## src/rtl/bttn_debounce.sv

```systemverilog
// -----------------------------------------------------------------------------
// bttn_debounce
//
// Multi-channel button conditioner. Each raw key pin is brought into the clk
// domain with a 2-FF synchroniser, its polarity is normalised so that 1 means
// "pressed", and it is then debounced by a small per-channel FSM that only
// advances on a shared prescaled tick. A channel changes level only after
// DEBOUNCE_TICKS consecutive ticks of a stable opposite value.
//
// Ports:
//   clk          system clock
//   rst_n        asynchronous active-low reset
//   btn_raw      unsynchronised key pins (polarity set by ACTIVE_LOW)
//   btn_level    debounced level per key, 1 = pressed
//   btn_press    one-clk pulse in the cycle btn_level goes 0->1
//   btn_release  one-clk pulse in the cycle btn_level goes 1->0
//   tick         one-clk pulse at TICK_HZ (the debounce sampling tick)
//
// Handshake note: there is no valid/ready interface here; every output is a
// registered (or register-decoded) level or single-cycle pulse on clk.
// -----------------------------------------------------------------------------
module bttn_debounce #(
    parameter int NUM_BTN        = 4,
    parameter int CLK_FREQ       = 50000000,
    parameter int TICK_HZ        = 1000,
    parameter int DEBOUNCE_TICKS = 20,
    parameter int ACTIVE_LOW     = 1
) (
    input  logic               clk,
    input  logic               rst_n,
    input  logic [NUM_BTN-1:0] btn_raw,
    output logic [NUM_BTN-1:0] btn_level,
    output logic [NUM_BTN-1:0] btn_press,
    output logic [NUM_BTN-1:0] btn_release,
    output logic               tick
);

    localparam int DIV = CLK_FREQ / TICK_HZ;
    localparam int PW  = (DIV > 1) ? $clog2(DIV) : 1;
    localparam int CW  = $clog2(DEBOUNCE_TICKS + 1);

    // Raw value of a key that is not being pressed.
    localparam logic [NUM_BTN-1:0] REL_RAW = (ACTIVE_LOW != 0) ? '1 : '0;

    if (DIV < 2) begin : g_div_check
        $error("bttn_debounce: CLK_FREQ/TICK_HZ must be at least 2");
    end

    typedef enum logic [1:0] {
        ST_RELEASED    = 2'd0,
        ST_CHK_PRESS   = 2'd1,
        ST_PRESSED     = 2'd2,
        ST_CHK_RELEASE = 2'd3
    } state_e;

    // ---------------------------------------------------------------- sync
    logic [NUM_BTN-1:0] sync1_q, sync2_q;
    logic [NUM_BTN-1:0] sync_w;

    always_ff @(posedge clk or negedge rst_n) begin
        if (!rst_n) begin
            sync1_q <= REL_RAW;
            sync2_q <= REL_RAW;
        end else begin
            sync1_q <= btn_raw;
            sync2_q <= sync1_q;
        end
    end

    // XOR with the released value yields 1 = pressed for either polarity.
    assign sync_w = sync2_q ^ REL_RAW;

    // ----------------------------------------------------------- prescaler
    logic [PW-1:0] pre_q, pre_d;
    logic          tick_w;

    assign tick_w = (pre_q == PW'(DIV - 1));
    assign pre_d  = tick_w ? '0 : pre_q + PW'(1);
    assign tick   = tick_w;

    always_ff @(posedge clk or negedge rst_n) begin
        if (!rst_n) pre_q <= '0;
        else        pre_q <= pre_d;
    end

    // ------------------------------------------------ channel FSM: register
    state_e        state_q [NUM_BTN];
    state_e        state_d [NUM_BTN];
    logic [CW-1:0] cnt_q   [NUM_BTN];
    logic [CW-1:0] cnt_d   [NUM_BTN];

    always_ff @(posedge clk or negedge rst_n) begin
        if (!rst_n) begin
            for (int i = 0; i < NUM_BTN; i++) begin
                state_q[i] <= ST_RELEASED;
                cnt_q[i]   <= '0;
            end
        end else begin
            for (int i = 0; i < NUM_BTN; i++) begin
                state_q[i] <= state_d[i];
                cnt_q[i]   <= cnt_d[i];
            end
        end
    end

    // ---------------------------------------------- channel FSM: next state
    // A sync value equal to the stable level always wins over a tick in the
    // same cycle, so a bounce restarts the count from zero.
    always_comb begin
        for (int i = 0; i < NUM_BTN; i++) begin
            state_d[i] = state_q[i];
            cnt_d[i]   = cnt_q[i];
            case (state_q[i])
                ST_RELEASED: begin
                    if (sync_w[i]) begin
                        state_d[i] = ST_CHK_PRESS;
                        cnt_d[i]   = '0;
                    end
                end
                ST_CHK_PRESS: begin
                    if (!sync_w[i]) begin
                        state_d[i] = ST_RELEASED;
                        cnt_d[i]   = '0;
                    end else if (tick_w) begin
                        if (cnt_q[i] == CW'(DEBOUNCE_TICKS - 1)) begin
                            state_d[i] = ST_PRESSED;
                            cnt_d[i]   = '0;
                        end else if (cnt_q[i] != CW'(DEBOUNCE_TICKS)) begin
                            cnt_d[i] = cnt_q[i] + CW'(1);
                        end
                    end
                end
                ST_PRESSED: begin
                    if (!sync_w[i]) begin
                        state_d[i] = ST_CHK_RELEASE;
                        cnt_d[i]   = '0;
                    end
                end
                ST_CHK_RELEASE: begin
                    if (sync_w[i]) begin
                        state_d[i] = ST_PRESSED;
                        cnt_d[i]   = '0;
                    end else if (tick_w) begin
                        if (cnt_q[i] == CW'(DEBOUNCE_TICKS - 1)) begin
                            state_d[i] = ST_RELEASED;
                            cnt_d[i]   = '0;
                        end else if (cnt_q[i] != CW'(DEBOUNCE_TICKS)) begin
                            cnt_d[i] = cnt_q[i] + CW'(1);
                        end
                    end
                end
                default: begin
                    state_d[i] = ST_RELEASED;
                    cnt_d[i]   = '0;
                end
            endcase
        end
    end

    // --------------------------------------------------- channel FSM: output
    // Level and pulses are derived from the next state and registered, so the
    // press/release pulse lands in the same cycle the level changes.
    logic [NUM_BTN-1:0] level_q, level_d;
    logic [NUM_BTN-1:0] press_q, press_d;
    logic [NUM_BTN-1:0] release_q, release_d;

    always_comb begin
        level_d = '0;
        for (int i = 0; i < NUM_BTN; i++) begin
            level_d[i] = (state_d[i] == ST_PRESSED) ||
                         (state_d[i] == ST_CHK_RELEASE);
        end
        press_d   = level_d & ~level_q;
        release_d = ~level_d & level_q;
    end

    always_ff @(posedge clk or negedge rst_n) begin
        if (!rst_n) begin
            level_q   <= '0;
            press_q   <= '0;
            release_q <= '0;
        end else begin
            level_q   <= level_d;
            press_q   <= press_d;
            release_q <= release_d;
        end
    end

    assign btn_level   = level_q;
    assign btn_press   = press_q;
    assign btn_release = release_q;

endmodule
```

## config.mk

```make
export PLATFORM = sky130hd
export DESIGN_NAME = bttn_debounce
export DESIGN_NICKNAME = d
export VERILOG_FILES = /design/src/rtl/bttn_debounce.sv
export SDC_FILE = /design/constraint.sdc
export NUM_CORES = 1
export LEC_CHECK = 0
export BUFFER_PORTS_ARGS = -buffer_cell sky130_fd_sc_hd__buf_2
export CORE_MARGIN = 2
export CORE_UTILIZATION = 41
export CTS_CLUSTER_SIZE = 24
export DETAILED_ROUTE_END_ITERATION = 7
export GPL_TIMING_DRIVEN = 0
export PLACE_DENSITY = 0.65
export SYNTH_ARGS = -nofsm -noshare
export SYNTH_HDL_FRONTEND = slang
export SYNTH_SLANG_ARGS = --single-unit
```

## constraint.sdc

```tcl
create_clock -name clk -period 4.98 [get_ports clk]
set_clock_uncertainty 0.05 [all_clocks]
set_input_delay 0.498 -clock clk [delete_from_list [all_inputs] [get_ports clk]]
set_output_delay 0.498 -clock clk [all_outputs]
set_load 0.05 [all_outputs]
```

After elaboration in Yosys (flattened, before gate mapping)
Cells that the tools add are included.
{"block": "totals", "out_inout_bits": 13, "in_bits": 6, "regBits": 64, "wordCells": 142}
{"block": "op_classes", "n_mux": 69, "add_sub_neg": 5, "n_eq_ne": 37, "reduce_logical": 12, "bitwise_logic": 5}
{"operator": "2-to-1 mux 5 bit", "count": 28}
{"operator": "case mux 5 bit (4 select lines)", "count": 4}
{"operator": "2-to-1 mux 2 bit", "count": 32}
{"operator": "== test 2 bit, second input constant", "count": 16}
{"operator": "case mux 2 bit (4 select lines)", "count": 4}
{"operator": "adder 5 x 1 -> 5 bit, second input constant", "count": 4}
{"operator": "== test 5 bit, second input constant", "count": 4}
{"operator": "inequality test 5 bit, second input constant", "count": 4}
{"operator": "adder 16 x 1 -> 16 bit, second input constant", "count": 1}
{"operator": "== test 16 bit, second input constant", "count": 1}
{"operator": "2-to-1 mux 16 bit", "count": 1}
{"operator": "inequality test 2 bit, second input constant", "count": 8}
{"operator": "inverter 4 bit", "count": 3}
{"operator": "bitwise AND 4 bit", "count": 2}
{"operator": "== test 2 x 1 -> 1 bit, second input constant", "count": 4}
{"operator": "zero test 2 bit", "count": 4}
{"operator": "AND reduction 2 bit", "count": 4}
{"operator": "logical OR 1 bit", "count": 4}

Logic depth before layout (Yosys ltp)
{"block": "depth", "depth_word": 9, "ltp_mapped": 7, "depth_no_buf": 6}

Least setup slack after synthesis
OpenSTA, ideal clock, no wires.
{"block": "synth_timing", "path_kind": "register to output", "from": "register pre_q[5]", "to": "output port tick", "required_time_ps": 4432, "path_stages_with_launch": 4, "arrival_time_ps": 1809, "path_buffers": 1, "setup_slack_ps": 2623, "cell_sequence": "dfrtp_1 > or4bb_4 > nor4_4 > buf_2"}
{"block": "synth_between", "elab_chain_len": 1}
{"item": "start: declaration", "line": "74", "rtl": "logic [PW-1:0] pre_q, pre_d;"}
{"item": "start signal: assignment", "line": "83", "rtl": "else pre_q <= pre_d;"}
{"item": "== test 16 bit", "line": "77", "rtl": "assign tick_w = (pre_q == PW'(DIV - 1));"}
{"item": "end: declaration", "line": "35", "rtl": "output logic tick"}
Every way passes these cells.

Final worst setup path
{"block": "layout_timing", "from": "register pre_q[10]", "to": "output port tick"}
The elaborated chain is that of the path after synthesis.

==> impl_results.md <==
- Pwr Total: between 1 and 1.5 mW
- Async S/R FF share, synth: 100%
- Avg Cell Area, Syn: ~10 µm²
- Boundary pin count: 19
- Yosys reg bits: 62
- RSZ-0062 raised after global routing: false
- Die ar.: approximately 8200 µm²
- Minimum clock period: between 3 and 4 ns
- CP cell instances: or4_4 -> nor4_4 -> buf_2 -> buf_2
- Worst IR drop on VDD: 0.185 mV
- CTS H-tree lvls: 3
- Mapped Area: between 3000 and 4000 µm²
- Die Wd: between 90 and 100 µm
- Layout cells sized above 1: approximately 17%
- Largest net degree at the start of global routing: 40
- Final Hold Vio Count: 0
- Clock Sinks: 62
- DR vias: between 2k and 2.5k
- Status: finished clean
- Crit path max fanout: 10
- Critical path class: register to output pin
- Syn_nets: 314
- Layout Nets: 344
- Main synth FF type: dfrtp_1
- Setup TNS Final: 0 ns
- Number of synthesized flops with an enable pin: 0
- Synth warn: 0
- Netlist cell types: between 40 and 50
- Startpoint types: register
- Number of global-route vias before repair: 2282
- Via/cell ratio: around 5.2
- Crit path capture type: output pin
- Critical path arrival: 2.56 ns
- Worst R2R Path Depth: 6
- Final wirelength: approximately 5.6 mm
- Overflow after GRT: 0
- Pre-CTS setup slack: between 2 and 2.5 ns
- CTS tree: yes
- Post-CTS Hold Buffers: 0
- Final cell count without fillers: 433
- FP Rows: 31
- GR met1 Demand/Resource: between 10% and 20%
- Initial DRT Pass Iterations: 4
- DP Cell Count: 417
- Worst min path class: primary input to async pin
- Crit path required time: about 4.4 ns
- Slew HR: between 40% and 50%
- Initial antenna violation count: 0
- Slowest stage delay, CP: ~0.61 ns
- # port buffers: 18
- Core area: roughly 7300 µm²
- Final Cycle Share: between 60 and 70%
- Post-DRT Antenna Nets: 0
- CTS Root Cell: clkbuf_8
- MaxCap Viol Count: 0
- Initial drt markers: 76
- Finish-stage setup viols: 0
- Post-CTS setup buffer count: 0
- Final worst setup slack: ~1.9 ns
- Tightest Pin Transition: about 0.8 ns
- First-pass GRT wire length: 9.95 mm
- Syn Inst Count: ~300
- Ant diodes: 0
- CTS Buf Count: 9
- Post-DP HPWL: a little under 4 mm
- Worst-path clk slew: approximately 0.070 ns
- Grt peak-use layer: met2
- WL/cell: roughly 13 µm
- WHS: between 0.09 and 0.1 ns
- Lkg Pwr: 1.54 nW
- Initial Util: a little over two fifths
- Pwr dens: slightly below 300 nW/µm²
- Crit path top cell by count: buf_2
- Filler cells: 697
- Slew Limit Fails: 0
- Sequential fraction of the synthesis area: 51.0%
- Syn-to-layout area delta: 14.7%
- Die Y-Extent: around 90 µm
- GRT Util Overall: 15.1%
- M3 GR Usage: about 3.1%
- DR DRC count: 0
- Clock Tree Buf Depth: 2
- CTS resizes: 0
- GPL Wtd Cong: about 0.8
- Met2 GRT Util: 24.8%
- Worst skew pair latency: between 0.3 and 0.4 ns
- Critical-path top delay cell: or4_4
- Fmax achieved: 0.321 GHz
[final timing paths]
check / endpoint / start / slack, ns
min in group clk: sync1_q[1] / btn_raw[1] / 0.20
setup reg to reg: cnt_q[10] / pre_q[10] / 2.53
hold reg to reg: sync2_q[3] / sync1_q[3] / 0.31
max in group asynchronous: sync1_q[3] / rst_n / 4.13
setup / recovery: tick / pre_q[10] / 1.87
hold / removal: state_q[2] / rst_n / 0.09
[cells in the mapped netlist, drive strengths merged, types with 2 or more instances]
cell type,number,area (µm²)
nor4,4,70.1
nand2,34,128
buf,6,38.8
a21oi,7,35.0
dfstp,8,210
clkbuf,2,7.51
dfrtp,54,1350
o41ai,2,17.5
nor2b,8,50.1
o31ai,2,15.0
o22ai,7,43.8
o211ai,2,15.0
and2,5,31.3
nor4bb,4,40.0
nor3,5,25.0
xnor2,9,78.8
xor2,8,70.1
ha,9,113
nor2,22,82.6
inv,16,60.1
mux2i,9,90.1
or4,3,30.0
nand4,8,50.1
a31oi,8,50.1
nand3,19,95.1
and3,3,18.8
o31a,3,26.3
nand4b,2,17.5
o21ai,20,104
[critical path, delay by kind of cell (launching register included)]
kind,cells,cell delay (ns)
AND/OR/NAND/NOR,2,1.12
buffers and inverters,2,0.66
flip-flops,1,0.45
[where the power goes]
part           switching, mW  internal (mW)  total (mW)
clock                  0.187          0.294       0.481
sequential           0.00329          0.511       0.515
combinational         0.0202        0.00728      0.0274
[cells by family (layout without fill, tap and decap cells)]
group,Yosys count,after routing,synth area share (%)
XOR/XNOR,17,17,4.86
multiplexers,10,10,3.31
flip-flops,62,62,51.0
adder cells (fa/ha/maj),9,9,3.68
AND/OR/NAND/NOR,122,122,22.6
buffers and inverters,24,59,3.47
AO/OA/AOI/OAI,55,55,11.1
[layout by cell type, fill, tap and decap left out, drive strengths merged, types with 2 or more instances in the layout]
cell type  instances
nor4bb             4
nor2              22
o22ai              7
dfstp              8
buf               25
a21oi              7
nand4              8
clkinv             2
nand3             19
clkbuf            14
nor3               5
and2               5
nor2b              8
dfrtp             54
nand4b             2
nor4               4
mux2i              9
ha                 9
o31a               3
or4                3
and3               3
o21ai             20
o211ai             2
xor2               8
o41ai              2
o31ai              2
nand2             34
inv               16
xnor2              9
bufinv             2
a31oi              8
[routing by layer]
layer | part of all wire (%) | wire (µm) | vias up
met5 | 0 | 0 | -
met4 | 2.7 | 150 | 0
met3 | 3.3 | 185 | 12
met2 | 48 | 2660 | 41
met1 | 46 | 2570 | 1087
li1 | - | - | 1129
[flip-flops by register name, summed over array words and instances (netlist names)]
register and cells:
btn_release 4, pre_q 16, state_q 6, cnt_q 20
btn_press 4, sync2_q 4, sync1_q 4, btn_level 4
[through the flow]
stage | cell area (µm²) | util [%]
global route | 3510 | 48.4
detailed placement | 3300 | 45.5
CTS | 3510 | 48.4
floorplan | 3060 | -
global placement | 3280 | 45.2
finish | 3510 | 48.4
[final cells by class]
| type | instances | area, µm² | area share (%) |
|---|---|---|---|
| sequential | 62 | 1560 | 44.4 |
| multi-input combinational | 213 | 1400 | 39.7 |
| clock buffer | 12 | 145 | 4.13 |
| tap | 99 | 124 | 3.53 |
| timing repair buffer | 19 | 110 | 3.13 |
| clock inverter | 4 | 70.1 | 1.99 |
| inverter | 16 | 60.1 | 1.71 |
| buffer | 8 | 46.3 | 1.32 |
Power figures use the tool's default switching activity.
